$ cat config.mk
export PLATFORM = sky130hd
export DESIGN_NAME = gate_score_counter
export DESIGN_NICKNAME = d
export VERILOG_FILES = /design/src/rtl/flappy_pkg.sv /design/src/rtl/gate_score_counter_seg7_digit.sv /design/src/rtl/gate_score_counter.sv
export SDC_FILE = /design/constraint.sdc
export NUM_CORES = 1
export LEC_CHECK = 0
export ABC_AREA = 0
export CAP_MARGIN = 20
export CORE_AREA = 2 2 72 74
export DETAILED_ROUTE_END_ITERATION = 6
export DIE_AREA = 0 0 74 76
export PLACE_DENSITY = 0.84
export SLEW_MARGIN = 40
export SYNTH_ARGS = -nofsm -noshare
export SYNTH_HDL_FRONTEND = slang
export SYNTH_SLANG_ARGS = --single-unit
$ cat constraint.sdc
create_clock -name clk -period 2.6 [get_ports clk]
set_clock_uncertainty 0.2 [all_clocks]
set_input_delay 0.52 -clock clk [delete_from_list [all_inputs] [get_ports clk]]
set_output_delay 0.52 -clock clk [all_outputs]
set_load 0.05 [all_outputs]
$ cat src/rtl/flappy_pkg.sv
`default_nettype none
// ============================================================================
// Module      : flappy_pkg
// Description : Shared types and constants for the Flappy Bird score path:
//               score FSM states, 7-segment codes and score width.
// Revision    : 1.0 - initial release
// ============================================================================
package flappy_pkg;

    localparam int SCORE_W = 10;

    typedef enum logic [1:0] {
        IDLE    = 2'd0,
        PLAYING = 2'd1,
        OVER    = 2'd2
    } score_state_t;

    // Active-low gfedcba codes
    localparam logic [6:0] SEG_BLANK = 7'b1111111;
    localparam logic [6:0] SEG_0     = 7'b1000000;
    localparam logic [6:0] SEG_1     = 7'b1111001;
    localparam logic [6:0] SEG_2     = 7'b0100100;
    localparam logic [6:0] SEG_3     = 7'b0110000;
    localparam logic [6:0] SEG_4     = 7'b0011001;
    localparam logic [6:0] SEG_5     = 7'b0010010;
    localparam logic [6:0] SEG_6     = 7'b0000010;
    localparam logic [6:0] SEG_7     = 7'b1111000;
    localparam logic [6:0] SEG_8     = 7'b0000000;
    localparam logic [6:0] SEG_9     = 7'b0010000;

    function automatic logic [6:0] seg7_encode(input logic [3:0] digit);
        logic [6:0] code;
        case (digit)
            4'd0:    code = SEG_0;
            4'd1:    code = SEG_1;
            4'd2:    code = SEG_2;
            4'd3:    code = SEG_3;
            4'd4:    code = SEG_4;
            4'd5:    code = SEG_5;
            4'd6:    code = SEG_6;
            4'd7:    code = SEG_7;
            4'd8:    code = SEG_8;
            4'd9:    code = SEG_9;
            default: code = SEG_BLANK;
        endcase
        return code;
    endfunction

endpackage : flappy_pkg
`default_nettype wire

$ cat src/rtl/gate_score_counter_seg7_digit.sv
`default_nettype none
// ============================================================================
// Module      : seg7_digit
// Description : One BCD digit to active-low 7-segment code, with blanking.
// Revision    : 1.0 - initial release
// ============================================================================
module seg7_digit
    import flappy_pkg::*;
(
    input  logic [3:0] bcd,
    input  logic       blank,
    output logic [6:0] seg
);

    assign seg = blank ? SEG_BLANK : seg7_encode(bcd);

endmodule : seg7_digit
`default_nettype wire

$ cat src/rtl/gate_score_counter.sv
`default_nettype none
// ============================================================================
// Module      : gate_score_counter
// Description : Counts gate passages per round in three BCD digits and drives
//               the pass pulse, binary score and registered 7-seg codes.
//               Optional macro SCORE_LEADING_ZERO_BLANK_EN blanks leading zeros.
// Revision    : 1.0 - initial release
// ============================================================================
module gate_score_counter
    import flappy_pkg::*;
#(
    parameter int MAX_SCORE = 999
) (
    input  logic               clk,
    input  logic               reset,
    input  logic               start,
    input  logic               gateIn,
    input  logic               gameOver,
    output logic               pass,
    output logic [SCORE_W-1:0] score,
    output logic [6:0]         HEX0,
    output logic [6:0]         HEX1,
    output logic [6:0]         HEX2,
    output logic               playing
);

    localparam logic [SCORE_W-1:0] c_max_score = SCORE_W'(MAX_SCORE);

    score_state_t       r_state;
    score_state_t       w_state_nxt;
    logic               r_gate_q;
    logic [3:0]         r_ones;
    logic [3:0]         r_tens;
    logic [3:0]         r_huns;
    logic [SCORE_W-1:0] r_score;
    logic               r_pass;
    logic [6:0]         r_hex0;
    logic [6:0]         r_hex1;
    logic [6:0]         r_hex2;

    logic               w_event;
    logic               w_clear;
    logic               w_count;
    logic               w_blank1;
    logic               w_blank2;
    logic [6:0]         w_seg0;
    logic [6:0]         w_seg1;
    logic [6:0]         w_seg2;

    assign w_event = gateIn & ~r_gate_q;

    // gameOver has priority over a coincident gate event
    always_comb begin
        w_state_nxt = r_state;
        w_clear     = 1'b0;
        w_count     = 1'b0;
        case (r_state)
            IDLE: begin
                if (start) begin
                    w_state_nxt = PLAYING;
                    w_clear     = 1'b1;
                end
            end
            PLAYING: begin
                if (gameOver) begin
                    w_state_nxt = OVER;
                end else if (w_event && (r_score < c_max_score)) begin
                    w_count = 1'b1;
                end
            end
            OVER: begin
                if (start) begin
                    w_state_nxt = PLAYING;
                    w_clear     = 1'b1;
                end
            end
            default: w_state_nxt = IDLE;
        endcase
    end

`ifdef SCORE_LEADING_ZERO_BLANK_EN
    assign w_blank2 = (r_huns == 4'd0);
    assign w_blank1 = (r_huns == 4'd0) && (r_tens == 4'd0);
`else
    assign w_blank2 = 1'b0;
    assign w_blank1 = 1'b0;
`endif

    seg7_digit u_seg_ones (.bcd(r_ones), .blank(1'b0),     .seg(w_seg0));
    seg7_digit u_seg_tens (.bcd(r_tens), .blank(w_blank1), .seg(w_seg1));
    seg7_digit u_seg_huns (.bcd(r_huns), .blank(w_blank2), .seg(w_seg2));

    always_ff @(posedge clk or posedge reset) begin
        if (reset) begin
            r_state  <= IDLE;
            r_gate_q <= 1'b0;
            r_ones   <= 4'd0;
            r_tens   <= 4'd0;
            r_huns   <= 4'd0;
            r_score  <= '0;
            r_pass   <= 1'b0;
            r_hex0   <= SEG_0;
`ifdef SCORE_LEADING_ZERO_BLANK_EN
            r_hex1   <= SEG_BLANK;
            r_hex2   <= SEG_BLANK;
`else
            r_hex1   <= SEG_0;
            r_hex2   <= SEG_0;
`endif
        end else begin
            r_state  <= w_state_nxt;
            r_gate_q <= gateIn;
            r_pass   <= w_count;
            // HEX follows the digits one cycle behind the count
            r_hex0   <= w_seg0;
            r_hex1   <= w_seg1;
            r_hex2   <= w_seg2;
            if (w_clear) begin
                r_ones  <= 4'd0;
                r_tens  <= 4'd0;
                r_huns  <= 4'd0;
                r_score <= '0;
            end else if (w_count) begin
                r_score <= r_score + SCORE_W'(1);
                if (r_ones == 4'd9) begin
                    r_ones <= 4'd0;
                    if (r_tens == 4'd9) begin
                        r_tens <= 4'd0;
                        r_huns <= r_huns + 4'd1;
                    end else begin
                        r_tens <= r_tens + 4'd1;
                    end
                end else begin
                    r_ones <= r_ones + 4'd1;
                end
            end
        end
    end

    assign pass    = r_pass;
    assign score   = r_score;
    assign HEX0    = r_hex0;
    assign HEX1    = r_hex1;
    assign HEX2    = r_hex2;
    assign playing = (r_state == PLAYING);

endmodule : gate_score_counter
`default_nettype wire

# Yosys cells after proc, flatten, opt, wreduce, memory -nomap -nowiden
# Memory sizes are Yosys's and may differ from the RTL's. A register that Yosys moved wholly into a read port is not among the register bits.
# Index checks and enable logic that the tools add are counted.
# word_totals
output_inout_bits	33
romBits	336
ff_bits	26
mem_count	3
# op_classes
add_sub_neg	4
n_lt_le_gt_ge	1
mux	21
n_reduce_logical	9
eq_ne	6
bitwise_logic	2
# mem_list
memory	words	width	rd	rd_ports_with_merged_regs	write_ports	line_no	text
(name not given)	16	7	1	1	0	flappy_pkg.sv:33	case (digit)
(name not given)	16	7	1	1	0	flappy_pkg.sv:33	
(name not given)	16	7	1	1	0	flappy_pkg.sv:33	
# op_table
operator	count
$mux 4	11
$mux 10	2
$add 4x1->4 const B	3
$add 10x1->10 const B	1
$lt 10x10->1 const B	1
$eq 4x4->1 const B	2
$reduce_bool 2->1	3
$mux 1	5
$mux 2	2
$pmux 2 s2	1
$reduce_and 2->1	2
$reduce_and 3->1	1
$eq 2x1->1 const B	1
$eq 2x2->1 const B	1
$logic_not 2->1	1
$ne 2x1->1 const B	1
$ne 2x2->1 const B	1
$reduce_or 2->1	1
$and 1x1->1	1
$logic_and 1x1->1	1
$not 1->1	1

# Logic depth before layout (Yosys ltp)
# Gate-level depths: netlist of the first run.
# logic_depth
ltp_word	8
depth_mapped	7
depth_no_buf	6

# Hierarchy
# A second synthesis of the first run with hierarchy kept.
# hier_totals
cells_unflattened	278
area_unflattened_um2	2712.6
# by_module_without_submodules
module	area_each_um2	cells_each	seq_area_each_um2	n_inst
gate_score_counter	1970.6	175	1179.9	1
seg7_digit (u_seg_huns ...)	252.7	35	0.0	2
seg7_digit (u_seg_ones)	236.5	33	0.0	1

# Worst setup path after synthesis of the first run
# OpenSTA, ideal clock, no wires.
# synth_path
path_type	flip-flop to flip-flop
from	register r_score[0], in the netlist score[0]
to	register r_huns[0]
synth_period_minus_slack_ns	2.432
setup_ns	0.136
setup_slack_ns	0.168
n_path_buf	1
stages_incl_launch_ff	7
arrival_time_ns	2.095
required_time_ns	2.264
path_cell_list	dfrtp_1 ha_1 a211o_1 a311o_1 clkbuf_1 o31ai_1 a21oi_1
# synth_via
elab_chain_cells	7
# synth_rtl
item	line_no	text
start: declaration	gate_score_counter.sv:35	logic [SCORE_W-1:0] r_score;
start signal: assignment	gate_score_counter.sv:124	r_score <= r_score + SCORE_W'(1);
$lt 10x10->1	gate_score_counter.sv:67	end else if (w_event && (r_score < c_max_score)) begin
$logic_and 1x1->1	gate_score_counter.sv:67	
$mux 1	gate_score_counter.sv:67	
$mux 1	gate_score_counter.sv:65	if (gameOver) begin
$mux 1	gate_score_counter.sv:57	case (r_state)
$reduce_bool 2->1 (no source line)	n/a	
$reduce_and 3->1 (no source line)	n/a	
end signal: assignment	gate_score_counter.sv:129	r_huns <= r_huns + 4'd1;
end: declaration	gate_score_counter.sv:34	logic [3:0] r_huns;
# Every way passes these cells.
# A chain may end at the register's enable or synchronous reset.

# Worst setup path in the final report of the first run
# layout_path
from	register r_state[0]
to	output playing
# layout_via
elab_chain_cells	1
# layout_rtl
item	line_no	text
start: declaration	gate_score_counter.sv:29	score_state_t r_state;
start signal: assignment	gate_score_counter.sv:111	r_state <= w_state_nxt;
$eq 2x1->1	gate_score_counter.sv:145	assign playing = (r_state == PLAYING);
end: declaration	gate_score_counter.sv:24	output logic playing
# Every way passes these cells.

==> out/results.tsv, run 1 <==
metric	value	unit
Root Driver	clkbuf_8	
Synth Register Bits	47	
postcts setup bufs	0	
Area Overhead vs Synth	25.54	%
pin count of the biggest net entering global routing	25	
DR vias	1869	
WS Path Type	flip-flop to output pin	
placed cell area	0.002836	mm²
drt initial violations	127	
worst endpoint required time	1.88	ns
TritonCTS clock tree	yes	
Residual DRC	0	
hold_ws	0.3220	ns
leak pwr	0.001327	µW
Synthesis Warnings	0	
metal3 WL	233	µm
initial antenna violation count	0	
Worst-Skew Late Latency	0.31	ns
CTS buffer count	5	
Placement Rows	26	
Synth area leader	dfrtp_1	
Synthesized Nets	263	
GRT Util Overall	17.80	%
die height	76	µm
Crit. End Element	output pin	
Initial Util	47.48	%
fill cell count	407	
Placer Congestion	0.8399	
Core Box Area	0.004912	mm²
vias in the first global route	1758	
final WL	4655	µm
final setup vio count	0	
M1 WL	2046	µm
final hold violation count	0	
Design Area, Final	0.002928	mm²
hpwl dp	3268	µm
Setup WS pre-CTS	-0.07943	ns
count leader, synth	dfrtp_1	
global-route wire length before repair	7879	µm
worst min path class	flip-flop to flip-flop	
Synth area leaders	dfrtp_1 47%, ha_1 8.6%, nand2_1 5.3%	
max cap viols	0	
Post-CTS Hold Buffers	0	
status	finished, final reports clean	
wire length per cell	13.04	µm
IO Pins	38	
number of flops mapped to enable cells by yosys	0	
Die ar.	0.005624	mm²
Async SR Flop Fraction	100.0	%
Netlist cell types	36	
grt ovf	0	
Buffers on Ports	37	
antenna cells	0	
overall power	1445	µW
area share of the largest cell type after synthesis	47.21	%
Reg clk slew, reported paths	0.09	ns
top post-synthesis cells by count	44 x dfrtp_1, 33 x nand2_1, 23 x a21oi_1	
clock tree buffer depth	2	
Netlist Area Pre-Place	0.002332	mm²
period utilisation layout	92.66	%
Peak VDD IR	0.3130	mV
via/cell ratio	5.235	
Cells after Synth	242	
Top Metal Used	met4	
final setup TNS	0	ns
Max Freq	0.4151	GHz
critical path arrival	1.69	ns
CTS H-Tree Depth	2	
nets@finish	307	
Slew headroom	64.92	%
post-synthesis sequential area ratio	50.59	%
first drt pass iteration count	4	
ys flop type	dfrtp_1	
CTS-repair resized insts	0	
clock sinks	47	
min cycle time layout	2.409	ns
Cell Pwr Density	493.6	mW/mm²
WL met2	2302	µm
worst-margin pin slew	0.5261	ns
layout cells sized above 1	8.362	%
critical path peak fanout	5	
remaining antenna violation count	0	
die width	74	µm
pins over their slew limit	0	
Avg Cell Area, Syn	9.637	µm²
RSZ-0062 raised after global routing	no	
reg-to-reg slack, setup	0.26	ns
startpoint types	flip-flop	
final setup margin	0.1908	ns
[sequential cells by signal, indices dropped and copies added, names as in the netlist]
signal / count
score: 10
HEX0: 7
HEX1: 7
HEX2: 7
r_huns: 4
r_ones: 4
r_tens: 4
r_state: 2
pass: 1
r_gate_q: 1
[layer usage]
| layer | vias up | global-route usage (%) |
|---|---|---|
| met5 | - | 0 |
| met4 | 0 | 6.000 |
| met3 | 6 | 3.836 |
| met2 | 45 | 29.29 |
| met1 | 887 | 22.99 |
| li1 | 931 | - |
[stage by stage]
step           utilization [%]  instances
6_report                 59.60        357
5_1_grt                  59.60        357
4_1_cts                  59.60        357
3_5_place_dp             57.74        349
3_3_place_gp             57.74        349
2_1_floorplan                -        242
[where the power goes]
part	total [µW]	internal (µW)	switching (µW)	leakage [µW]
logic	221	75.8	146	0.000641
clock network	450	215	236	0.0000482
registers	773	756	16.9	0.000638
total	1450	1050	398	0.00133
[layout by cell type (no fill, tap or decap), types with 2 or more instances in the layout]
cell,instances
a211o_1,2
a21oi_1,23
a31oi_1,3
and3_1,4
buf_4,9
clkbuf_8,6
clkdlybuf4s50_1,37
dfrtp_1,44
dfstp_2,3
ha_1,16
inv_1,14
mux2i_1,6
nand2_1,33
nand2b_1,6
nand3_1,9
nand4_1,6
nor2_1,12
nor3_1,2
o211ai_1,2
o21ai_0,16
o31ai_1,10
or2_2,3
or4_1,3
[critical path: stages, from the launching register on]
cell and delay (ns):
dfrtp_1 0.39, nor2b_1 0.19, clkdlybuf4s50_1 0.82
[cell type report]
| class | instances | area (µm²) | share of cell area [%] |
|---|---|---|---|
| clock buffers | 7 | 86.33 | 2.949 |
| clock inverters | 1 | 5.005 | 0.1709 |
| inverters | 16 | 60.06 | 2.051 |
| multi-input cells | 169 | 1051 | 35.90 |
| flip-flops and latches | 47 | 1180 | 40.30 |
| well taps | 70 | 87.58 | 2.991 |
| repair buffers | 47 | 457.9 | 15.64 |
[final timing paths]
kind | cells after the start | start | to
hold / removal | 1 | r_state[0] | r_state[1]
setup / recovery | 2 | r_state[0] | playing
hold reg to reg | 1 | r_state[0] | r_state[1]
min in group asynchronous | 2 | reset | HEX0[1]
max in group asynchronous | 3 | reset | pass
setup reg to reg | 6 | score[0] | r_huns[3]
[kinds of logic after synthesis]
family,Yosys count,share of synthesized area [%]
flip-flops,47,50.59
AND/OR/NAND/NOR,85,17.87
buffers and inverters,26,4.345
multiplexers,6,2.575
XOR/XNOR,1,0.3756
adder cells (fa/ha/maj),16,8.584
AO/OA/AOI/OAI,61,15.67
Note: power is estimated with default switching activity, not from simulation.
==> run 2: changes to the inputs <==
--- a/config.mk
+++ b/config.mk
@@ -7,10 +7,11 @@
 export LEC_CHECK = 0
 export ABC_AREA = 0
 export CAP_MARGIN = 20
-export CORE_AREA = 2 2 72 74
+export CORE_AREA = 2 2 92 94
+export CTS_CLUSTER_SIZE = 12
 export DETAILED_ROUTE_END_ITERATION = 6
-export DIE_AREA = 0 0 74 76
-export PLACE_DENSITY = 0.84
+export DIE_AREA = 0 0 94 96
+export PLACE_DENSITY = 0.6
 export SLEW_MARGIN = 40
 export SYNTH_ARGS = -nofsm -noshare
 export SYNTH_HDL_FRONTEND = slang
==> out/results.tsv, run 2 (synthesized netlist as in run 1, its figures left out) <==
metric	value	unit	change
worst endpoint required time	1.88	ns	about the same
worst hold start	r_state[0]		unchanged
IO Pins	38		unchanged
clock tree buffer depth	2		unchanged
r2r worst-path depth	7		was 6
Reg clk slew, reported paths	0.08	ns	was 0.09 ns
startpoint types	flip-flop		unchanged
Placement Rows	33		was 26
Buffers on Ports	37		unchanged
postcts setup bufs	0		unchanged
CP Cell Sequence	nor2b_1 > clkdlybuf4s50_1		unchanged
grt ovf	0		unchanged
drt initial violations	128		was 127
Root Driver	clkbuf_8		unchanged
Reg area	0.001180	mm²	unchanged
Initial Util	28.97	%	was 47.48%
Core Box Area	0.008051	mm²	was 0.004912 mm²
Crit. End Element	output pin		unchanged
Die ar.	0.009024	mm²	was 0.005624 mm²
worst-margin pin slew	0.5923	ns	was 0.5261 ns
WS Path Type	flip-flop to output pin		unchanged
most common cell after layout, fill and taps aside	dfrtp_1		unchanged
Residual DRC	0		unchanged
die height	96	µm	was 76 µm
reg-to-reg slack, setup	0.28	ns	was 0.26 ns
Placer Congestion	0.7986		was 0.8399
initial antenna violation count	0		unchanged
CP delay by family, top	buffers and inverters		unchanged
Max Freq	0.4160	GHz	was 0.4151 GHz
CTS H-Tree Depth	2		unchanged
TritonCTS clock tree	yes		unchanged
die width	94	µm	was 74 µm
via/cell ratio	4.764		was 5.235
first drt pass iteration count	4		unchanged
status	finished, final reports clean		unchanged
Post-CTS Hold Buffers	0		unchanged
fill cell count	825		was 407
layout cells sized above 1	8.070	%	was 8.362%
CTS-repair resized insts	0		unchanged
period utilisation layout	92.47	%	was 92.66%
critical path arrival	1.68	ns	was 1.69 ns
commonest cells after routing, fill and taps aside	44 x dfrtp_1, 37 x clkdlybuf4s50_1, 33 x nand2_1		unchanged
Area Overhead vs Synth	26.98	%	was 25.54%
hold_ws	0.3147	ns	was 0.3220 ns
Cell Pwr Density	478.9	mW/mm²	was 493.6 mW/mm²
clock sinks	47		unchanged
remaining antenna violation count	0		unchanged
leak pwr	0.001320	µW	was 0.001327 µW
final hold violation count	0		unchanged
Worst path max stage delay	0.83	ns	was 0.82 ns
Largest register FFs	10		unchanged
pins over their slew limit	0		unchanged
critical path peak fanout	5		unchanged
DR vias	1858		was 1869
overall power	1418	µW	was 1445 µW
Peak VDD IR	0.1936	mV	was 0.3130 mV
Worst-Skew Late Latency	0.30	ns	was 0.31 ns
final WL	4925	µm	was 4655 µm
WHS Path Cells	1		unchanged
Buf/Inv on CP	1		unchanged
global-route wire length before repair	8307	µm	was 7879 µm
pin count of the biggest net entering global routing	28		was 25
antenna cells	0		unchanged
min cycle time layout	2.404	ns	was 2.409 ns
RSZ-0062 raised after global routing	no		unchanged
vias in the first global route	1754		was 1758
slowest CP cell	clkdlybuf4s50_1		unchanged
worst r2r src	score[0]		unchanged
wire length per cell	12.63	µm	was 13.04 µm
Critical R2R Capture	r_tens[3]		was r_huns[3]
final setup vio count	0		unchanged
hpwl dp	3546	µm	was 3268 µm
Slew headroom	60.51	%	was 64.92%
max cap viols	0		unchanged
multi-input logic area	0.001051	mm²	unchanged
GRT Util Overall	11.43	%	was 17.80%
Hold Crit Endpoint	r_state[1]		unchanged
nets@finish	305		was 307
CTS buffer count	5		unchanged
worst min path class	flip-flop to flip-flop		unchanged
run 2: where the power goes:
| group | switching [µW] | internal [µW] | leakage (µW) |
|---|---|---|---|
| clock network | 236 | 184 | 0.0000477 |
| registers | 16.8 | 756 | 0.000638 |
| logic | 149 | 76.2 | 0.000634 |
| total | 402 | 1020 | 0.00132 |
run 2: stage by stage:
stage	TNS [ns]	setup slack (ns)	area [µm²]	std cells	utilization, %
after global placement	-0.2006	-0.05249	2878	382	35.74
after detailed placement	-0.6405	-0.1218	2878	382	35.74
after global routing	0	0.1100	2962	390	36.78
final	0	0.1959	2962	390	36.78
after floorplan	0	0.1684	2332	242	-
after CTS	0	0.1748	2962	390	36.78
run 2: how the worst max path moves through the flow:
stage / slack (ns) / from / depth (start not counted) / endpoint
after global placement: -0.05 / gameOver / 5 / score[6]
after floorplan: 0.17 / score[0] / 6 / r_huns[0]
final: 0.20 / r_state[0] / 2 / playing
after CTS: 0.17 / r_state[0] / 2 / playing
after detailed placement: -0.12 / gameOver / 5 / score[6]
after global routing: 0.11 / gameOver / 5 / score[6]
run 2: worst reg2reg max path, delay by kind of cell (launching register included):
family	cells	cell delay [ns]
AOI/OAI and AO/OA	3	0.99
adders and majority gates	1	0.27
buffers and inverters	2	0.26
DFF	1	0.43
and+or+nand+nor	1	0.07
run 2: cell type report:
cell class              instances  share of cell area, %
inverters                      16                  2.028
clock inverters                 3                 0.5070
multi-input cells             169                  35.49
flip-flops and latches         47                  39.84
clock buffers                   5                  2.324
well taps                     105                  4.436
repair buffers                 45                  15.38
run 2: layer usage:
metal | global-route usage (%) | vias up | routed length [µm]
met4 | 2.899 | 0 | 52
li1 | - | 930 | -
met5 | 0 | - | 0
met1 | 15.07 | 886 | 2375
met2 | 18.75 | 36 | 2302
met3 | 3.054 | 6 | 194
